[config.mk]
export PLATFORM = sky130hd
export DESIGN_NAME = fetch_unit
export DESIGN_NICKNAME = d
export VERILOG_FILES = /design/src/rtl/fetch_unit.sv
export SDC_FILE = /design/constraint.sdc
export NUM_CORES = 1
export LEC_CHECK = 0
export BUFFER_PORTS_ARGS = -buffer_cell sky130_fd_sc_hd__buf_2
export CORE_MARGIN = 2
export CORE_UTILIZATION = 35
export DETAILED_ROUTE_END_ITERATION = 10
export PLACE_DENSITY = 0.58
export SLEW_MARGIN = 20
export SYNTH_ARGS = -nofsm -noshare
export SYNTH_HDL_FRONTEND = slang
export SYNTH_SLANG_ARGS = --single-unit
[constraint.sdc]
create_clock -name clk -period 7 [get_ports clk]
set_input_delay 0.7 -clock clk [delete_from_list [all_inputs] [get_ports clk]]
set_output_delay 0.7 -clock clk [all_outputs]
set_load 0.01 [all_outputs]
[src/rtl/fetch_unit.sv]
// Purpose: instruction fetch stage. Holds the PC, reads the instruction memory combinationally and loads the IF/ID register.
// Latency: the instruction at PC p appears on if_instr/if_pc one cycle after the advancing edge where adr == p.
// Backpressure: stall holds all fetch state. branch_taken overrides stall and inserts a one-cycle bubble.
module fetch_unit #(
  parameter logic [63:0] RESET_PC = 64'h0,
  parameter int          MEM_SIZE = 16
) (
  input  logic        clk,
  input  logic        reset,
  output logic [63:0] adr,
  input  logic [31:0] Instruction,
  input  logic        branch_taken,
  input  logic [63:0] branch_target,
  input  logic        stall,
  output logic        if_valid,
  output logic [31:0] if_instr,
  output logic [63:0] if_pc,
  output logic        halted,
  output logic [31:0] fetch_count
);

  // First byte address past the end of instruction memory.
  localparam logic [63:0] PC_LIMIT = 64'(MEM_SIZE) << 2;

  typedef enum logic [1:0] {
    IDLE = 2'd0,
    RUN  = 2'd1,
    HALT = 2'd2
  } state_t;

  state_t      r_state;
  logic [63:0] r_pc;
  logic        r_if_valid;
  logic [31:0] r_if_instr;
  logic [63:0] r_if_pc;
  logic [31:0] r_fetch_count;

  state_t      w_state_nxt;
  logic [63:0] w_pc_nxt;
  logic        w_if_valid_nxt;
  logic [31:0] w_if_instr_nxt;
  logic [63:0] w_if_pc_nxt;
  logic [31:0] w_fetch_count_nxt;

  logic [63:0] w_target_aligned;
  logic        w_pc_in_range;
  logic [31:0] w_count_inc;

  // Redirect targets are forced to word alignment. Masking keeps every target bit in use.
  assign w_target_aligned = branch_target & ~64'h3;
  assign w_pc_in_range    = (r_pc < PC_LIMIT);
  assign w_count_inc      = (r_fetch_count == 32'hFFFF_FFFF) ? r_fetch_count
                                                             : r_fetch_count + 32'd1;

  // Next-state and datapath selection. Priority in RUN: redirect, then stall, then advance.
  always_comb begin
    w_state_nxt       = r_state;
    w_pc_nxt          = r_pc;
    w_if_valid_nxt    = r_if_valid;
    w_if_instr_nxt    = r_if_instr;
    w_if_pc_nxt       = r_if_pc;
    w_fetch_count_nxt = r_fetch_count;

    case (r_state)
      IDLE: begin
        // Spend one settle cycle after reset before fetching starts.
        w_if_valid_nxt = 1'b0;
        w_state_nxt    = RUN;
      end
      RUN: begin
        if (branch_taken) begin
          w_pc_nxt       = w_target_aligned;
          w_if_valid_nxt = 1'b0;
          w_state_nxt    = RUN;
        end else if (stall) begin
          // Hold everything.
          w_state_nxt = RUN;
        end else if (w_pc_in_range) begin
          w_if_instr_nxt    = Instruction;
          w_if_pc_nxt       = r_pc;
          w_if_valid_nxt    = 1'b1;
          w_pc_nxt          = r_pc + 64'd4;
          w_fetch_count_nxt = w_count_inc;
        end else begin
          // PC ran off the end of memory. Stop here without capturing anything.
          w_if_valid_nxt = 1'b0;
          w_state_nxt    = HALT;
        end
      end
      HALT: begin
        w_if_valid_nxt = 1'b0;
        if (branch_taken) begin
          w_pc_nxt    = w_target_aligned;
          w_state_nxt = RUN;
        end
      end
      default: begin
        w_if_valid_nxt = 1'b0;
        w_state_nxt    = IDLE;
      end
    endcase
  end

  // State and pipeline registers, with a synchronous active-low reset.
  always_ff @(posedge clk) begin
    if (!reset) begin
      r_state       <= IDLE;
      r_pc          <= RESET_PC;
      r_if_valid    <= 1'b0;
      r_if_instr    <= 32'd0;
      r_if_pc       <= 64'd0;
      r_fetch_count <= 32'd0;
    end else begin
      r_state       <= w_state_nxt;
      r_pc          <= w_pc_nxt;
      r_if_valid    <= w_if_valid_nxt;
      r_if_instr    <= w_if_instr_nxt;
      r_if_pc       <= w_if_pc_nxt;
      r_fetch_count <= w_fetch_count_nxt;
    end
  end

  assign adr         = r_pc;
  assign if_valid    = r_if_valid;
  assign if_instr    = r_if_instr;
  assign if_pc       = r_if_pc;
  assign halted      = (r_state == HALT);
  assign fetch_count = r_fetch_count;

endmodule

# Word level (Yosys, flattened, before mapping)
# Cells that the tools add are included.
[totals] ff_bits=195 input_bits=100
[op_classes] add_sub_neg=2 order_cmp=1 n_eq_ne=7 muxes=11 bitwise=5 n_reduce_logical=7
[op_table] cell="$mux 64" n=4
[op_table] cell="$pmux 64 s2" n=1
[op_table] cell="$add 64x3->64 const B" n=1
[op_table] cell="$lt 64x7->1 const B" n=1
[op_table] cell="$add 32x1->32 const B" n=1
[op_table] cell="$eq 32x32->1 const B" n=1
[op_table] cell="$mux 2" n=4
[op_table] cell="$reduce_and 4->1" n=2
[op_table] cell="$ne 3x3->1 const B" n=2
[op_table] cell="$pmux 2 s3" n=1
[op_table] cell="$not 1->1" n=5
[op_table] cell="$reduce_and 5->1" n=1
[op_table] cell="$ne 4x4->1 const B" n=1
[op_table] cell="$reduce_or 3->1" n=1
[op_table] cell="$eq 2x1->1 const B" n=1
[op_table] cell="$eq 2x2->1 const B" n=1
[op_table] cell="$logic_not 2->1" n=1
[op_table] cell="$ne 2x2->1 const B" n=1
[op_table] cell="$reduce_and 2->1" n=1
[op_table] cell="$reduce_bool 2->1" n=1
[op_table] cell="$mux 1" n=1

# Depth between registers and ports, before layout
# Gate-level depths: netlist (run 1).
[logic_depth] ltp_word=5 ltp_mapped=10 depth_no_buf=7

# Worst setup path after synthesis (run 1)
# No wires, ideal clock.
[synth_timing] kind="input-to-reg" start="input port branch_taken" end="register r_fetch_count[14] (netlist: fetch_count[14])" setup_ns=0.115 arrival_time_ns=2.459 required_time_ns=6.885 path_slack_ns=4.426 cell_stages=8 path_cell_list="or3b_2 -> nor4_1 -> and4_1 -> buf_2 -> nand2_1 -> buf_4 -> o31a_1 -> o21a_1"
[synth_between] elab_chain_cells=2
[synth_lines] item="start: declaration" line_no="12" rtl="input logic branch_taken,"
[synth_lines] item="$not 1->1 (no line)"
[synth_lines] item="$reduce_and 5->1 (no line)"
[synth_lines] item="end signal: assignment" line_no="119" rtl="r_fetch_count <= w_fetch_count_nxt;"
[synth_lines] item="end: declaration" line_no="36" rtl="logic [31:0] r_fetch_count;"
# Every way passes these cells.
# A chain may end at the register's enable or synchronous reset.

# Worst setup path in the final report (run 1)
[layout_timing] start="register r_pc[20] (netlist: adr[20])" end="register r_fetch_count[5] (netlist: fetch_count[5])"
[layout_between] elab_chain_cells=2
[layout_lines] item="start: declaration" line_no="32" rtl="logic [63:0] r_pc;"
[layout_lines] item="start signal: assignment" line_no="115" rtl="r_pc <= w_pc_nxt;"
[layout_lines] item="$lt 64x7->1" line_no="51" rtl="assign w_pc_in_range = (r_pc < PC_LIMIT);"
[layout_lines] item="$reduce_and 5->1 (no line)"
# Every way passes these cells.

==> results.sh, run 1 <==
export IMPL_worst_clock_skew_ns=0.0151
export IMPL_crit_path_start="adr[20]$_SDFFE_PN0P_"
export IMPL_gr_total_overflow=0
export IMPL_synth_cell_type_count=65
export IMPL_routed_via_count=7740
export IMPL_cts_root_buf="clkbuf_16"
export IMPL_synth_seq_cells=191
export IMPL_max_freq_mhz=324
export IMPL_fin_crit_ns=3.08
export IMPL_crit_arrival_ns=3.38
export IMPL_p_total_w=0.00233
export IMPL_cts_setup_buffers=0
export IMPL_synth_area_sq_um=7810
export IMPL_grt_max_degree=98
export IMPL_cts_tree="yes"
export IMPL_synth_most_common_cell="dfxtp_1"
export IMPL_track_usage_pct=21.2
export IMPL_drv_cap=0
export IMPL_p_leak_nw=4.47
export IMPL_post_dp_cell_area_sq_um=9390
export IMPL_first_pass_iters=5
export IMPL_worstHoldPathType="register to register"
export IMPL_grt_pass1_wl_microns=40200
export IMPL_ys_dominant_reg_cell="dfxtp_1"
export IMPL_antenna_found_initial=2
export IMPL_period_share_pct=44.0
export IMPL_synth_area_leaders="dfxtp_1 (49%), nand2_1 (7.5%), a21oi_1 (6.0%)"
export IMPL_ios=294
export IMPL_drt_initial_drc_count=578
export IMPL_fill_cells=2251
export IMPL_worstHoldStart="if_instr[30]$_SDFFE_PN0P_"
export IMPL_layout_area_overhead_vs_synth_pct=28.6
export IMPL_fin_nets=1281
export IMPL_finalWirelength_microns=25400
export IMPL_synth_edf_count=0
export IMPL_cts_resized=0
export IMPL_slew_headroom_pct=30.1
export IMPL_dpl_hpwl_microns=17500
export IMPL_worstMarginPinSlew_ns=1.05
export IMPL_outcome="completed"
export IMPL_r2r_start="adr[20]$_SDFFE_PN0P_"
export IMPL_core_area_sq_um=21900
export IMPL_cp_end_kind="register"
export IMPL_yosysWarningCount=0
export IMPL_peakVddDrop_uv=144
export IMPL_fin_tns_setup_ns=0
export IMPL_final_instance_count_excl_fill=1472
export IMPL_critPathLaunchType="register"
export IMPL_h_tree_depth=4
export IMPL_ant_nets=0
export IMPL_cts_clk_slew_worst_paths_ns=0.08
export IMPL_grt_pass1_vias=7067
export IMPL_die_w_microns=153
export IMPL_ctsLongestPathBuffers=2
export IMPL_die_area_sq_um=23500
export IMPL_critPathRequiredTime_ns=7.30
export IMPL_numCtsBuffers=17
export IMPL_cts_sinks=191
export IMPL_synth_common_cells="dfxtp_1 (191), nand2_1 (156), a21oi_1 (93)"
export IMPL_portBuffers=287
export IMPL_vias_per_cell=5.26
export IMPL_slowest_stage="or4_4"
export IMPL_dp_cells=1440
export IMPL_row_count=54
export IMPL_fin_area_sq_um=10000
export IMPL_clk_latency_ns=0.43
export IMPL_worstPathCellList="or4_4 > nor4_1 > and4_1 > buf_4 > nand2_1 > o311ai_0 > o41ai_1"
export IMPL_drv_slew=0
export IMPL_max_stage_delay_ns=0.59
export IMPL_hold_buffers=0
export IMPL_layout_drive_gt1_share_pct=29.4
export IMPL_power_density_nw_per_um2=232
export IMPL_avgSynthCellArea_sq_um=8.44
export IMPL_setup_viol=0
export IMPL_rsz0062_at_grt="no"
export IMPL_diodes=0
export IMPL_synth_top_cell_by_area="dfxtp_1"
export IMPL_initial_utilization_pct=35.7
export IMPL_die_h_microns=153
export IMPL_final_hold_viol_count=0
export IMPL_place_gp_congestion=0.839
export IMPL_synth_async_reset_ratio_pct=0
export IMPL_drcViolationCount=0
export IMPL_critPathKind="register to register"
export IMPL_crit_path_max_fanout=44
export IMPL_postSynthCellCount=925
export IMPL_netlist_area_leader_share_pct=49.0
export IMPL_avgRoutedWirePerCell_microns=17.3
export IMPL_fin_util_pct=45.9
export IMPL_seq_area_frac_synth_pct=49.0
## flip-flops by register name, summed over array words and instances (netlist names)
name,flops
if_pc,62
fetch_count,32
if_valid,1
if_instr,32
r_state,2
adr,62
## worst max-delay path: cells and delay by family (launching register included)
family,cells,cell delay [ns]
flops,1,0.37
buf+inv,1,0.42
compound gates,2,0.57
simple gates,4,1.58
## through the flow
stage,hold WS (ns),setup WS (ns)
detailed placement,0.440,3.51
CTS,0.451,3.93
finish,0.447,3.92
floorplan,0.473,4.43
global placement,0.435,3.52
global route,0.465,3.67
## layout by cell type, fill, tap and decap left out, drive strengths merged, types with 4 or more instances in the layout
master / instances
a22o: 6
a22oi: 12
or2: 4
a31oi: 6
xor2: 7
o21ai: 40
nand4: 27
inv: 17
and4: 9
or3: 13
and2: 4
nor2b: 4
buf: 297
o211ai: 4
nand3: 27
or4: 9
nor2: 46
nor3b: 5
o31ai: 11
a211oi: 5
nand2: 156
conb: 4
clkinv: 10
clkbuf: 17
nor4: 30
dfxtp: 191
xnor2: 8
nor3: 23
and3: 64
a21oi: 93
## logic make-up after synthesis
logic type / share of synthesized area (%)
AOI/OAI and AO/OA: 15.0
buffers and inverters: 4.30
adders and majority gates: 0.321
DFF: 49.0
and+or+nand+nor: 29.3
muxes: 0.385
xor gates and xnor gates: 1.68
other: 0.0480
## layer usage
layer / GRT usage [%] / vias up / part of all wire, %
met5: 0 / - / 0.055
li1: - / 3835 / -
met2: 33.0 / 255 / 45
met4: 4.81 / 4 / 1.4
met3: 5.81 / 27 / 7.1
met1: 29.3 / 3619 / 46
## final timing paths
kind	endpoint	slack [ns]	cells after the start
max	fetch_count[5]$_SDFFE_PN0P_	3.92	7
min	if_instr[30]$_SDFFE_PN0P_	0.45	2
min reg2reg	if_instr[30]$_SDFFE_PN0P_	0.45	2
max reg2reg	fetch_count[5]$_SDFFE_PN0P_	3.92	7
## power by group
group / total, W / internal, W / switching, W
Sequential: 0.00113 / 0.00110 / 0.0000261
Clock: 0.00103 / 0.000500 / 0.000527
Combinational: 0.000176 / 0.0000682 / 0.000107
Total: 0.00233 / 0.00167 / 0.000661
## layout make-up
type,instances,area (sq um),share of cell area (%)
Sequential cell,191,3820,38.1
Multi-Input combinational cell,660,3660,36.5
Timing Repair Buffer,297,1510,15.1
Clock buffer,17,425,4.24
Tap cell,280,350,3.49
Clock inverter,15,219,2.18
Inverter,12,46.3,0.461
No activity file was read; power rests on OpenSTA's default activity.
==> inputs of run 2 (changes only) <==
--- a/config.mk
+++ b/config.mk
@@ -9,7 +9,7 @@
 export CORE_MARGIN = 2
 export CORE_UTILIZATION = 35
 export DETAILED_ROUTE_END_ITERATION = 10
-export PLACE_DENSITY = 0.58
+export PLACE_DENSITY = 0.61
 export SLEW_MARGIN = 20
 export SYNTH_ARGS = -nofsm -noshare
 export SYNTH_HDL_FRONTEND = slang
==> constraint.sdc (replaced) <==
create_clock -name clk -period 2.61 [get_ports clk]
set_input_delay 0.261 -clock clk [delete_from_list [all_inputs] [get_ports clk]]
set_output_delay 0.261 -clock clk [all_outputs]
set_load 0.01 [all_outputs]
==> run 2 against run 1 <==
Net effect:
- total power rose to 2.6 times the previous value
- register-to-register slack got worse by 3.8 ns
- core utilization rose by 2.0 points
- die area unchanged
- maximum frequency grew 25%
- critical path depth grew 1
- clock power grew to 2.5 times the previous value
- cell count is 4.3% higher
- cell area is 4.4% higher
- clock skew is 0.0015 ns lower
- first-iteration DRC count up 2.1%
- largest cell class unchanged
- largest power group unchanged
==> results.sh, run 2 (same netlist as run 1, synthesis figures left out) <==
export IMPL_die_w_microns=153
export IMPL_final_hold_viol_count=0
export IMPL_routed_via_count=7952
export IMPL_setup_viol=0
export IMPL_ios=294
export IMPL_layout_drive_gt1_share_pct=33.2
export IMPL_critPathKind="register to register"
export IMPL_outcome="completed"
export IMPL_portBuffers=287
export IMPL_period_share_pct=94.3
export IMPL_cts_clk_slew_worst_paths_ns=0.08
export IMPL_fill_cells=2250
export IMPL_layout_common_cells="buf_2 (287), dfxtp_1 (191), nand2_1 (154)"
export IMPL_layout_commonest_cell="buf_2"
export IMPL_p_leak_nw=4.76
export IMPL_core_area_sq_um=21900
export IMPL_holdWs_ns=0.0550
export IMPL_ant_nets=0
export IMPL_antenna_found_initial=3
export IMPL_power_density_nw_per_um2=587
export IMPL_critPathRequiredTime_ns=2.94
export IMPL_worstMarginPinSlew_ns=0.856
export IMPL_grt_pass1_wl_microns=40700
export IMPL_slew_headroom_pct=42.9
export IMPL_place_gp_congestion=0.836
export IMPL_crit_arrival_ns=2.79
export IMPL_grt_max_degree=97
export IMPL_fin_nets=1341
export IMPL_fin_crit_ns=2.46
export IMPL_peakVddDrop_uv=365
export IMPL_cts_sinks=191
export IMPL_critPathLaunchType="register"
export IMPL_cts_tree="yes"
export IMPL_layout_area_overhead_vs_synth_pct=34.2
export IMPL_crit_path_max_fanout=9
export IMPL_cts_setup_buffers=0
export IMPL_finalWirelength_microns=25900
export IMPL_drv_cap=0
export IMPL_cp_end_kind="register"
export IMPL_clk_latency_ns=0.43
export IMPL_numCtsBuffers=17
export IMPL_drv_slew=0
export IMPL_gr_total_overflow=0
export IMPL_worst_clock_skew_ns=0.0136
export IMPL_first_pass_iters=5
export IMPL_vias_per_cell=5.18
export IMPL_setup_ws_ns=0.150
export IMPL_ctsLongestPathBuffers=2
export IMPL_dpl_hpwl_microns=18600
export IMPL_drcViolationCount=0
export IMPL_fin_tns_setup_ns=0
export IMPL_rrSetupSlack_ns=0.15
export IMPL_worstHoldPathType="input pin to register"
export IMPL_grt_pass1_vias=7302
export IMPL_cts_root_buf="clkbuf_16"
export IMPL_drt_initial_drc_count=590
export IMPL_rsz0062_at_grt="no"
export IMPL_h_tree_depth=4
export IMPL_row_count=54
export IMPL_place_ws_ns=0.0866
export IMPL_die_area_sq_um=23500
export IMPL_max_freq_mhz=407
export IMPL_initial_utilization_pct=35.7
export IMPL_track_usage_pct=21.4
export IMPL_die_h_microns=153
export IMPL_avgRoutedWirePerCell_microns=16.9
run 2: critical path, stage by stage, from the launching register on:
cell and delay, ns:
dfxtp_1 0.33, ha_1 0.22, nand3_1 0.10, nor4_1 0.37, or4b_2 0.72, buf_4 0.22
or3b_2 0.20, xnor2_1 0.05, and2_1 0.15
run 2: metrics by stage:
step / total power [W] / area [sq um] / util (%) / instances
4_1_cts: 0.00621 / 10400 / 47.7 / 1532
6_report: 0.00615 / 10500 / 47.9 / 1535
3_5_place_dp: 0.00361 / 9860 / 45.0 / 1500
2_1_floorplan: 0.00334 / 7820 / - / 928
3_3_place_gp: 0.00360 / 9860 / 45.0 / 1500
5_1_grt: 0.00639 / 10500 / 47.9 / 1535
run 2: path summary, 6_finish.rpt:
kind | cells past startpoint | startpoint | to
min | 3 | branch_target[54] | adr[54]$_SDFFE_PN0P_
max reg2reg | 8 | fetch_count[0]$_SDFFE_PN0P_ | fetch_count[12]$_SDFFE_PN0P_
max | 8 | fetch_count[0]$_SDFFE_PN0P_ | fetch_count[12]$_SDFFE_PN0P_
min reg2reg | 2 | if_instr[2]$_SDFFE_PN0P_ | if_instr[2]$_SDFFE_PN0P_
run 2: per-layer routing:
layer,up-vias,share of wire [%],global-route usage (%)
met1,3700,45,29.6
li1,3938,-,-
met5,-,0,0
met4,0,1.9,5.50
met3,28,7.2,5.16
met2,286,45,33.6
run 2: layout make-up:
cell class,count,area [sq um],area share (%)
antenna,3,7.51,0.0716
clock buffer,17,425,4.06
clock inverter,15,158,1.50
inverter,12,46.3,0.442
multi-input combinational,660,3690,35.2
sequential,191,3820,36.5
tap,280,350,3.34
timing repair buffer,357,1980,18.9
run 2: report_power, final:
group	switching, W	internal (W)
clock network	0.00132	0.00129
registers	0.0000492	0.00296
logic	0.000320	0.000219
total	0.00169	0.00447
run 2: timing repair:
action	CTS	global route
hold buffers	0	0
setup endpoints to repair	0	12
gates resized for setup	0	7
